[src/rtl/cam_pkg.sv]
// Shared types, encodings and pixel conversion helpers for the camera frame writer.
package cam_pkg;

  localparam int unsigned FMT_RGB565 = 0;
  localparam int unsigned FMT_RGB444 = 1;
  localparam int unsigned CNT_W      = 16;

  typedef enum logic [1:0] {
    S_IDLE  = 2'd0,
    S_SYNC  = 2'd1,
    S_FRAME = 2'd2
  } cam_state_e;

  // byte0 = R[4:0]G[5:3], byte1 = G[2:0]B[4:0] -> {R[4:2], G[5:3], B[4:3]}
  function automatic logic [7:0] rgb565_to_332(input logic [7:0] b0, input logic [7:0] b1);
    return {b0[7:5], b0[2:0], b1[4:3]};
  endfunction

  // byte0 = xxxx R[3:0], byte1 = G[3:0] B[3:0] -> {R[3:1], G[3:1], B[3:2]}
  function automatic logic [7:0] rgb444_to_332(input logic [7:0] b0, input logic [7:0] b1);
    return {b0[3:1], b1[7:5], b1[3:2]};
  endfunction

endpackage

[src/rtl/cam_pixel_pack.sv]
// Byte-pair assembler: tracks the byte phase within HREF and emits one RGB332 pixel per pair.
module cam_pixel_pack
  import cam_pkg::*;
#(
  parameter int unsigned FMT = FMT_RGB565
) (
  input  logic       clk,
  input  logic       rst_n,
  input  logic       i_href,
  input  logic [7:0] i_d,
  output logic       o_pix_valid,
  output logic [7:0] o_pix_data
);

  logic       r_phase;
  logic [7:0] r_byte0;
  logic       r_pix_valid;
  logic [7:0] r_pix_data;
  logic [7:0] w_conv;

  assign w_conv = (FMT == FMT_RGB444) ? rgb444_to_332(r_byte0, i_d)
                                      : rgb565_to_332(r_byte0, i_d);

  // A dangling byte0 is simply dropped when HREF falls and the phase clears.
  always_ff @(posedge clk or negedge rst_n) begin
    if (!rst_n) begin
      r_phase     <= 1'b0;
      r_byte0     <= 8'd0;
      r_pix_valid <= 1'b0;
      r_pix_data  <= 8'd0;
    end else begin
      r_pix_valid <= 1'b0;
      if (!i_href) begin
        r_phase <= 1'b0;
      end else begin
        r_phase <= ~r_phase;
        if (!r_phase) begin
          r_byte0 <= i_d;
        end else begin
          r_pix_valid <= 1'b1;
          r_pix_data  <= w_conv;
        end
      end
    end
  end

  assign o_pix_valid = r_pix_valid;
  assign o_pix_data  = r_pix_data;

endmodule

[src/rtl/cam_frame_writer.sv]
// Camera-bus to frame-buffer write engine: frame FSM, decimation, linear addressing and line checks.
module cam_frame_writer
  import cam_pkg::*;
#(
  parameter int unsigned WIDTH  = 176,
  parameter int unsigned HEIGHT = 144,
  parameter int unsigned ADDR_W = 15,
  parameter int unsigned FMT    = FMT_RGB565,
  parameter int unsigned DECIM  = 1
) (
  input  logic              CLK,
  input  logic              RESET_N,
  input  logic              VSYNC,
  input  logic              HREF,
  input  logic [7:0]        D,
  input  logic              FREEZE,
  output logic              W_EN,
  output logic [ADDR_W-1:0] W_ADDR,
  output logic [7:0]        W_DATA,
  output logic              FRAME_DONE,
  output logic              LINE_ERR,
  output logic [7:0]        LINE_CNT
);

  localparam int unsigned    SH         = (DECIM == 4) ? 2 : (DECIM == 2) ? 1 : 0;
  localparam logic [CNT_W-1:0] MASK       = CNT_W'(DECIM - 1);
  localparam logic [CNT_W-1:0] LINE_BYTES = CNT_W'(2 * WIDTH * DECIM);
  localparam logic [CNT_W-1:0] CNT_MAX    = '1;

  cam_state_e r_state, w_state_next;

  logic              r_vs_q, r_href_q, r_vs_d1, r_href_d1;
  logic [7:0]        r_d_q;
  logic              r_frz, r_err;
  logic [CNT_W-1:0]  r_px, r_ln, r_bcnt;
  logic [ADDR_W-1:0] r_row_base;
  logic              r_w_en, r_frame_done, r_line_err;
  logic [ADDR_W-1:0] r_w_addr;
  logic [7:0]        r_w_data, r_line_cnt;

  logic              w_pix_valid;
  logic [7:0]        w_pix_data;
  logic              w_frame_start, w_frame_end;
  logic              w_vs_rise, w_vs_fall, w_href_fall;
  logic              w_line_end, w_bad_line, w_wr_ok, w_row_adv, w_err_next;
  logic [CNT_W-1:0]  w_x, w_y, w_bytes, w_ln_next;

  cam_pixel_pack #(.FMT(FMT)) u_pack (
    .clk         (CLK),
    .rst_n       (RESET_N),
    .i_href      (r_href_q),
    .i_d         (r_d_q),
    .o_pix_valid (w_pix_valid),
    .o_pix_data  (w_pix_data)
  );

  assign w_vs_rise   = r_vs_q & ~r_vs_d1;
  assign w_vs_fall   = ~r_vs_q & r_vs_d1;
  assign w_href_fall = ~r_href_q & r_href_d1;

  always_ff @(posedge CLK or negedge RESET_N) begin
    if (!RESET_N) r_state <= S_IDLE;
    else          r_state <= w_state_next;
  end

  always_comb begin
    w_state_next  = r_state;
    w_frame_start = 1'b0;
    w_frame_end   = 1'b0;
    case (r_state)
      S_IDLE:  if (r_vs_q) w_state_next = S_SYNC;
      S_SYNC:  if (w_vs_fall) begin
                 w_state_next  = S_FRAME;
                 w_frame_start = 1'b1;
               end
      S_FRAME: if (w_vs_rise) begin
                 w_state_next = S_SYNC;
                 w_frame_end  = 1'b1;
               end
      default: w_state_next = S_IDLE;
    endcase
  end

  // A VSYNC rise in the middle of a line closes that line before the frame ends.
  assign w_line_end = (r_state == S_FRAME) &&
                      (w_href_fall || (w_vs_rise && (r_href_q || (r_bcnt != '0))));
  assign w_bytes    = r_bcnt + CNT_W'(r_href_q);
  assign w_bad_line = (w_bytes != LINE_BYTES) || w_bytes[0];
  assign w_err_next = r_err | (w_line_end & w_bad_line);
  assign w_ln_next  = (w_line_end && (r_ln != CNT_MAX)) ? r_ln + CNT_W'(1) : r_ln;
  assign w_row_adv  = ((w_ln_next & MASK) == '0) && ((w_ln_next >> SH) < CNT_W'(HEIGHT));

  assign w_x     = r_px >> SH;
  assign w_y     = r_ln >> SH;
  assign w_wr_ok = w_pix_valid && (r_state == S_FRAME) && !r_frz &&
                   ((r_px & MASK) == '0) && ((r_ln & MASK) == '0) &&
                   (w_x < CNT_W'(WIDTH)) && (w_y < CNT_W'(HEIGHT));

  always_ff @(posedge CLK or negedge RESET_N) begin
    if (!RESET_N) begin
      r_vs_q       <= 1'b0;
      r_href_q     <= 1'b0;
      r_d_q        <= 8'd0;
      r_vs_d1      <= 1'b0;
      r_href_d1    <= 1'b0;
      r_frz        <= 1'b0;
      r_err        <= 1'b0;
      r_px         <= '0;
      r_ln         <= '0;
      r_bcnt       <= '0;
      r_row_base   <= '0;
      r_w_en       <= 1'b0;
      r_w_addr     <= '0;
      r_w_data     <= 8'd0;
      r_frame_done <= 1'b0;
      r_line_err   <= 1'b0;
      r_line_cnt   <= 8'd0;
    end else begin
      r_vs_q       <= VSYNC;
      r_href_q     <= HREF;
      r_d_q        <= D;
      r_vs_d1      <= r_vs_q;
      r_href_d1    <= r_href_q;
      r_w_en       <= 1'b0;
      r_frame_done <= 1'b0;
      if (w_frame_start) begin
        r_frz      <= FREEZE;
        r_err      <= 1'b0;
        r_px       <= '0;
        r_ln       <= '0;
        r_bcnt     <= '0;
        r_row_base <= '0;
      end else if (r_state == S_FRAME) begin
        if (r_href_q && (r_bcnt != CNT_MAX)) r_bcnt <= r_bcnt + CNT_W'(1);
        if (w_pix_valid && (r_px != CNT_MAX)) r_px <= r_px + CNT_W'(1);
        if (w_wr_ok) begin
          r_w_en   <= 1'b1;
          r_w_addr <= r_row_base + ADDR_W'(w_x);
          r_w_data <= w_pix_data;
        end
        // Line end overrides the per-byte/per-pixel increments above.
        if (w_line_end) begin
          r_px   <= '0;
          r_bcnt <= '0;
          r_ln   <= w_ln_next;
          r_err  <= w_err_next;
          if (w_row_adv) r_row_base <= r_row_base + ADDR_W'(WIDTH);
        end
        if (w_frame_end) begin
          r_frame_done <= 1'b1;
          r_line_err   <= w_err_next;
          r_line_cnt   <= (w_ln_next > CNT_W'(255)) ? 8'hFF : w_ln_next[7:0];
        end
      end
    end
  end

  assign W_EN       = r_w_en;
  assign W_ADDR     = r_w_addr;
  assign W_DATA     = r_w_data;
  assign FRAME_DONE = r_frame_done;
  assign LINE_ERR   = r_line_err;
  assign LINE_CNT   = r_line_cnt;

endmodule

[config.mk]
export PLATFORM = sky130hd
export DESIGN_NAME = cam_frame_writer
export DESIGN_NICKNAME = d
export VERILOG_FILES = /design/src/rtl/cam_pkg.sv /design/src/rtl/cam_pixel_pack.sv /design/src/rtl/cam_frame_writer.sv
export SDC_FILE = /design/constraint.sdc
export NUM_CORES = 1
export LEC_CHECK = 0
export BUFFER_PORTS_ARGS = -buffer_cell sky130_fd_sc_hd__buf_2
export CAP_MARGIN = 20
export CORE_ASPECT_RATIO = 1.25
export CORE_UTILIZATION = 35
export CTS_CLUSTER_SIZE = 12
export DETAILED_ROUTE_END_ITERATION = 6
export MAX_ROUTING_LAYER = met4
export PLACE_DENSITY = 0.61
export SYNTH_ARGS = -nofsm -noshare
export SYNTH_HDL_FRONTEND = slang
export SYNTH_SLANG_ARGS = --single-unit
[constraint.sdc]
create_clock -name CLK -period 3.5 [get_ports CLK]
set_input_delay 0.35 -clock CLK [delete_from_list [all_inputs] [get_ports CLK]]
set_output_delay 0.35 -clock CLK [all_outputs]
set_load 0.005 [all_outputs]
==> impl_table.tex <==
\begin{tabular}{lr}
\hline
Metric & Value \\
\hline
\multicolumn{2}{l}{\textbf{Outcome}} \\
Status & complete, no violations \\
\multicolumn{2}{l}{\textbf{Layout}} \\
Area of all sequential standard cells & 3130 sq um \\
Leading cell types in the layout, fill and taps excluded & 125 x dfrtp\_1, 64 x nand2\_1, 53 x nor2\_1 \\
Layout cells sized above 1 & 20.5\% \\
Final net count & 715 \\
Antenna diode instance count & 0 \\
Most frequent standard cell in the layout excluding fill and tap cells & dfrtp\_1 \\
Footprint of the multi-input gates & 3200 sq um \\
Area delta synth->final & 16.7\% \\
Number of fill cells in the layout & 1811 \\
\multicolumn{2}{l}{\textbf{Pwr}} \\
Fraction of power consumed by the clock network & a little under half \\
Lkg Pwr & $\sim$3.4 nW \\
Proportion of power drawn by flip-flops and latches & between 40\% and 50\% \\
Peak VDD IR & a little under 400 uV \\
Int Power & between 3 and 4 mW \\
Switching part of the total power & around a quarter \\
Power Dens Cells & $\sim$520 nW/um\^{}2 \\
Relative contribution of combinational cells to total power & 11.0\% \\
Net load switching power & $\sim$1 mW \\
\multicolumn{2}{l}{\textbf{Yosys}} \\
Netlist area before placement & 6530 sq um \\
Mean instance size in the synthesized netlist & 10.1 sq um \\
Library cell with the largest summed area after synthesis & dfrtp\_1 \\
Cells after synthesis & between 600 and 700 \\
\#FFs+latches synth & 125 \\
Synthesized netlist net count & 678 \\
Largest cells by area after synthesis & dfrtp\_1 48\%, mux2\_2 5.2\%, nand2\_1 3.7\%, xnor2\_1 3.5\%, ha\_1 3.3\% \\
Post-synth EDFFs & 0 \\
Warning count from the yosys run & 0 \\
Async set-or-reset flop fraction in the synthesized netlist & 100\% \\
Share of synthesized area occupied by flip-flops and latches & 47.9\% \\
Main flop type after synthesis & dfrtp\_1 \\
Synth cell types & between 60 and 70 \\
Post-synth top area share & between 40\% and 50\% \\
\multicolumn{2}{l}{\textbf{STA}} \\
Worst clock skew & 0.0138 ns \\
Total negative slack & 0 ns \\
Final setup violating endpoints & 0 \\
Final-report hold violation count & 0 \\
Unrepaired setup endpoints after global routing & false \\
Measured slew at the worst slew-check pin & between 0.9 and 1 ns \\
Fin worst setup slack & roughly 0.30 ns \\
Worst Hold Slack & 0.0310 ns \\
Fin crit period & between 3 and 4 ns \\
Total count of max-transition violations in the final report & 0 \\
Max transition margin & 39.7\% \\
Share of the cycle needed by the critical path after routing & between 90\% and 100\% \\
Fmax & 313 MHz \\
\multicolumn{2}{l}{\textbf{Routing}} \\
Starting DRC count in detailed routing & 320 \\
Post-detailed-route via-to-cell ratio & roughly 5.3 \\
DRC violations left & 0 \\
Drt first pass iters & 4 \\
Post-detailed-route count of antenna-violating nets & 0 \\
Count of vias placed by the detailed router & between 4000 and 5000 \\
Average detailed-routed wire length per instance & about 15 microns \\
Routed WL & about 14 mm \\
\multicolumn{2}{l}{\textbf{Floorplan}} \\
Rows & between 50 and 60 \\
Overall die height & between 150 and 200 microns \\
Effective utilization at floorplan & 36.0\% \\
Core outline area & between 15000 and 20000 sq um \\
Number of top-level design ports & 47 \\
Die Footprint & between 15000 and 20000 sq um \\
Die width & around 120 microns \\
\multicolumn{2}{l}{\textbf{Placement}} \\
Number of buffer cells added on primary ports & 46 \\
Gp weighted congestion & around 0.87 \\
DP Wirelength & between 9 and 10 mm \\
Setup slack after placement & between 0.3 and 0.4 ns \\
\multicolumn{2}{l}{\textbf{Global route}} \\
Overflow left after global routing & 0 \\
Number of antenna violations at the first check in global routing & 0 \\
Global Route Usage Sum & 16.0\% \\
Global-route wire length before repair & $\sim$24 mm \\
Number of global-route vias before repair & between 4000 and 5000 \\
Pin count of the biggest net entering global routing & a little over 90 \\
\multicolumn{2}{l}{\textbf{Clock tree}} \\
Clk pin slew, worst setup/hold paths & about 0.060 ns \\
Post-CTS setup repair buffer count & 0 \\
Number of buffers added by the clock tree synthesis step & 17 \\
Number of levels the H-tree was split into & 4 \\
Root buffer cell & clkbuf\_16 \\
Clk sinks & around 130 \\
Clock insertion delay at the later pin of the skew report & between 0.4 and 0.5 ns \\
Post-CTS Resized & 0 \\
Post-CTS Hold Buffers & 1 \\
TritonCTS clock tree & yes \\
Number of buffers between clock root and the deepest sink & 2 \\
\multicolumn{2}{l}{\textbf{Setup path}} \\
Type of the setup path with the least slack & reg2reg \\
Data required time at the worst endpoint & 3.79 ns \\
Data arrival at the endpoint of the critical path & between 3 and 4 ns \\
Number of buffers and inverters on the critical path & 1 \\
Gate family responsible for the most delay along the worst path & compound AO/OA/AOI/OAI gates \\
Standard cell with the maximum stage delay on the critical path & a311oi\_4 \\
Crit end category & flip-flop \\
Maximum net fanout on the critical path & 15 \\
Critical Path Source Type & flip-flop \\
Longest individual stage delay on the worst path & 0.58 ns \\
Sequence of cells on the critical path & inv\_1 -> ha\_1 -> or4b\_4 -> a2111oi\_4 -> a21o\_1 -> nor4\_2 -> a311oi\_4 -> nor4\_1 -> mux2i\_1 \\
\multicolumn{2}{l}{\textbf{Job}} \\
Number of max-capacitance violations reported & 0 \\
\multicolumn{2}{l}{\textbf{Min path}} \\
Type of the tightest min-delay check & in2reg \\
\hline
\end{tabular}
==> worst reg2reg max path, delay by kind of cell, from the launching register on <==
kind,cells,cell delay [ns]
AO/OA/AOI/OAI,3,1.44
AND/OR/NAND/NOR,3,0.77
flip-flops,1,0.48
multiplexers,1,0.15
adder cells (fa/ha/maj),1,0.13
buffers and inverters,1,0.09
==> stage by stage <==
step                util [%]  cell area (sq um)  power [mW]  std cells
floorplan                  -               6530        1.98        648
CTS                     42.0               7620        4.05        926
global placement        38.5               6990        2.17        893
detailed placement      38.5               6990        2.17        893
finish                  42.0               7620        4.00        926
global route            42.0               7620        4.20        926
==> layer usage <==
layer,GRT usage [%],share of wire [%]
met4,8.55,2.7
met1,19.7,46
met3,3.08,3.3
met2,24.9,48
met5,-,0
==> cell type report <==
class,instances,area share [%]
clock inverters,15,2.56
well taps,228,3.74
inverters,17,0.837
multi-input cells,468,42.0
flip-flops and latches,125,41.0
clock buffers,17,5.58
repair buffers,56,4.23
==> sequential cells by signal, indices dropped and copies added (netlist names), 2 cells and up <==
register and flops:
r_px 16, r_ln 16, LINE_CNT 8, u_pack.r_byte0 6, u_pack.o_pix_data 8, r_state 2, r_d_q 8, r_row_base 11
W_ADDR 15, W_DATA 8, r_bcnt 16
==> kinds of logic after synthesis <==
kind of cell	Yosys count	share of synthesized area, %
compound gates	96	10.3
buf+inv	55	3.43
flops	125	47.9
xor+xnor	47	6.30
mux	50	8.23
simple gates	258	20.6
fa+ha+maj	17	3.26
==> Yosys cell counts (all sizes together), types with 14 or more instances <==
library cell    n
dfrtp         125
nand2          64
nor2           53
clkbuf         30
mux2           30
xnor2          26
o21ai          24
nand3          23
nor3           21
nor4           21
xor2           21
mux2i          20
a21oi          19
a31oi          19
ha             17
inv            17
nand4          15
and3           14
==> power by group through the flow <==
| stage | sequential, mW | combinational [mW] | clock [mW] |
|---|---|---|---|
| 5_1_grt | 1.72 | 0.509 | 1.96 |
| 3_5_place_dp | 1.73 | 0.446 | 0 |
| 3_3_place_gp | 1.72 | 0.445 | 0 |
| 2_1_floorplan | 1.71 | 0.267 | 0 |
| 6_report | 1.70 | 0.439 | 1.86 |
| 4_1_cts | 1.70 | 0.450 | 1.90 |
==> path summary, 6_finish.rpt <==
| check | from | endpoint | slack, ns | cells past startpoint |
|---|---|---|---|---|
| setup / recovery | r_bcnt[1] | r_row_base[9] | 0.30 | 9 |
| hold / removal | D[7] | r_d_q[7] | 0.03 | 1 |
| setup reg to reg | r_bcnt[1] | r_row_base[9] | 0.30 | 9 |
| hold reg to reg | W_ADDR[12] | W_ADDR[12] | 0.47 | 2 |
| max in group asynchronous | RESET_N | r_frz | 2.22 | 3 |
| min in group asynchronous | RESET_N | W_DATA[4] | 0.41 | 2 |
Note: power is estimated with default switching activity, not from simulation.
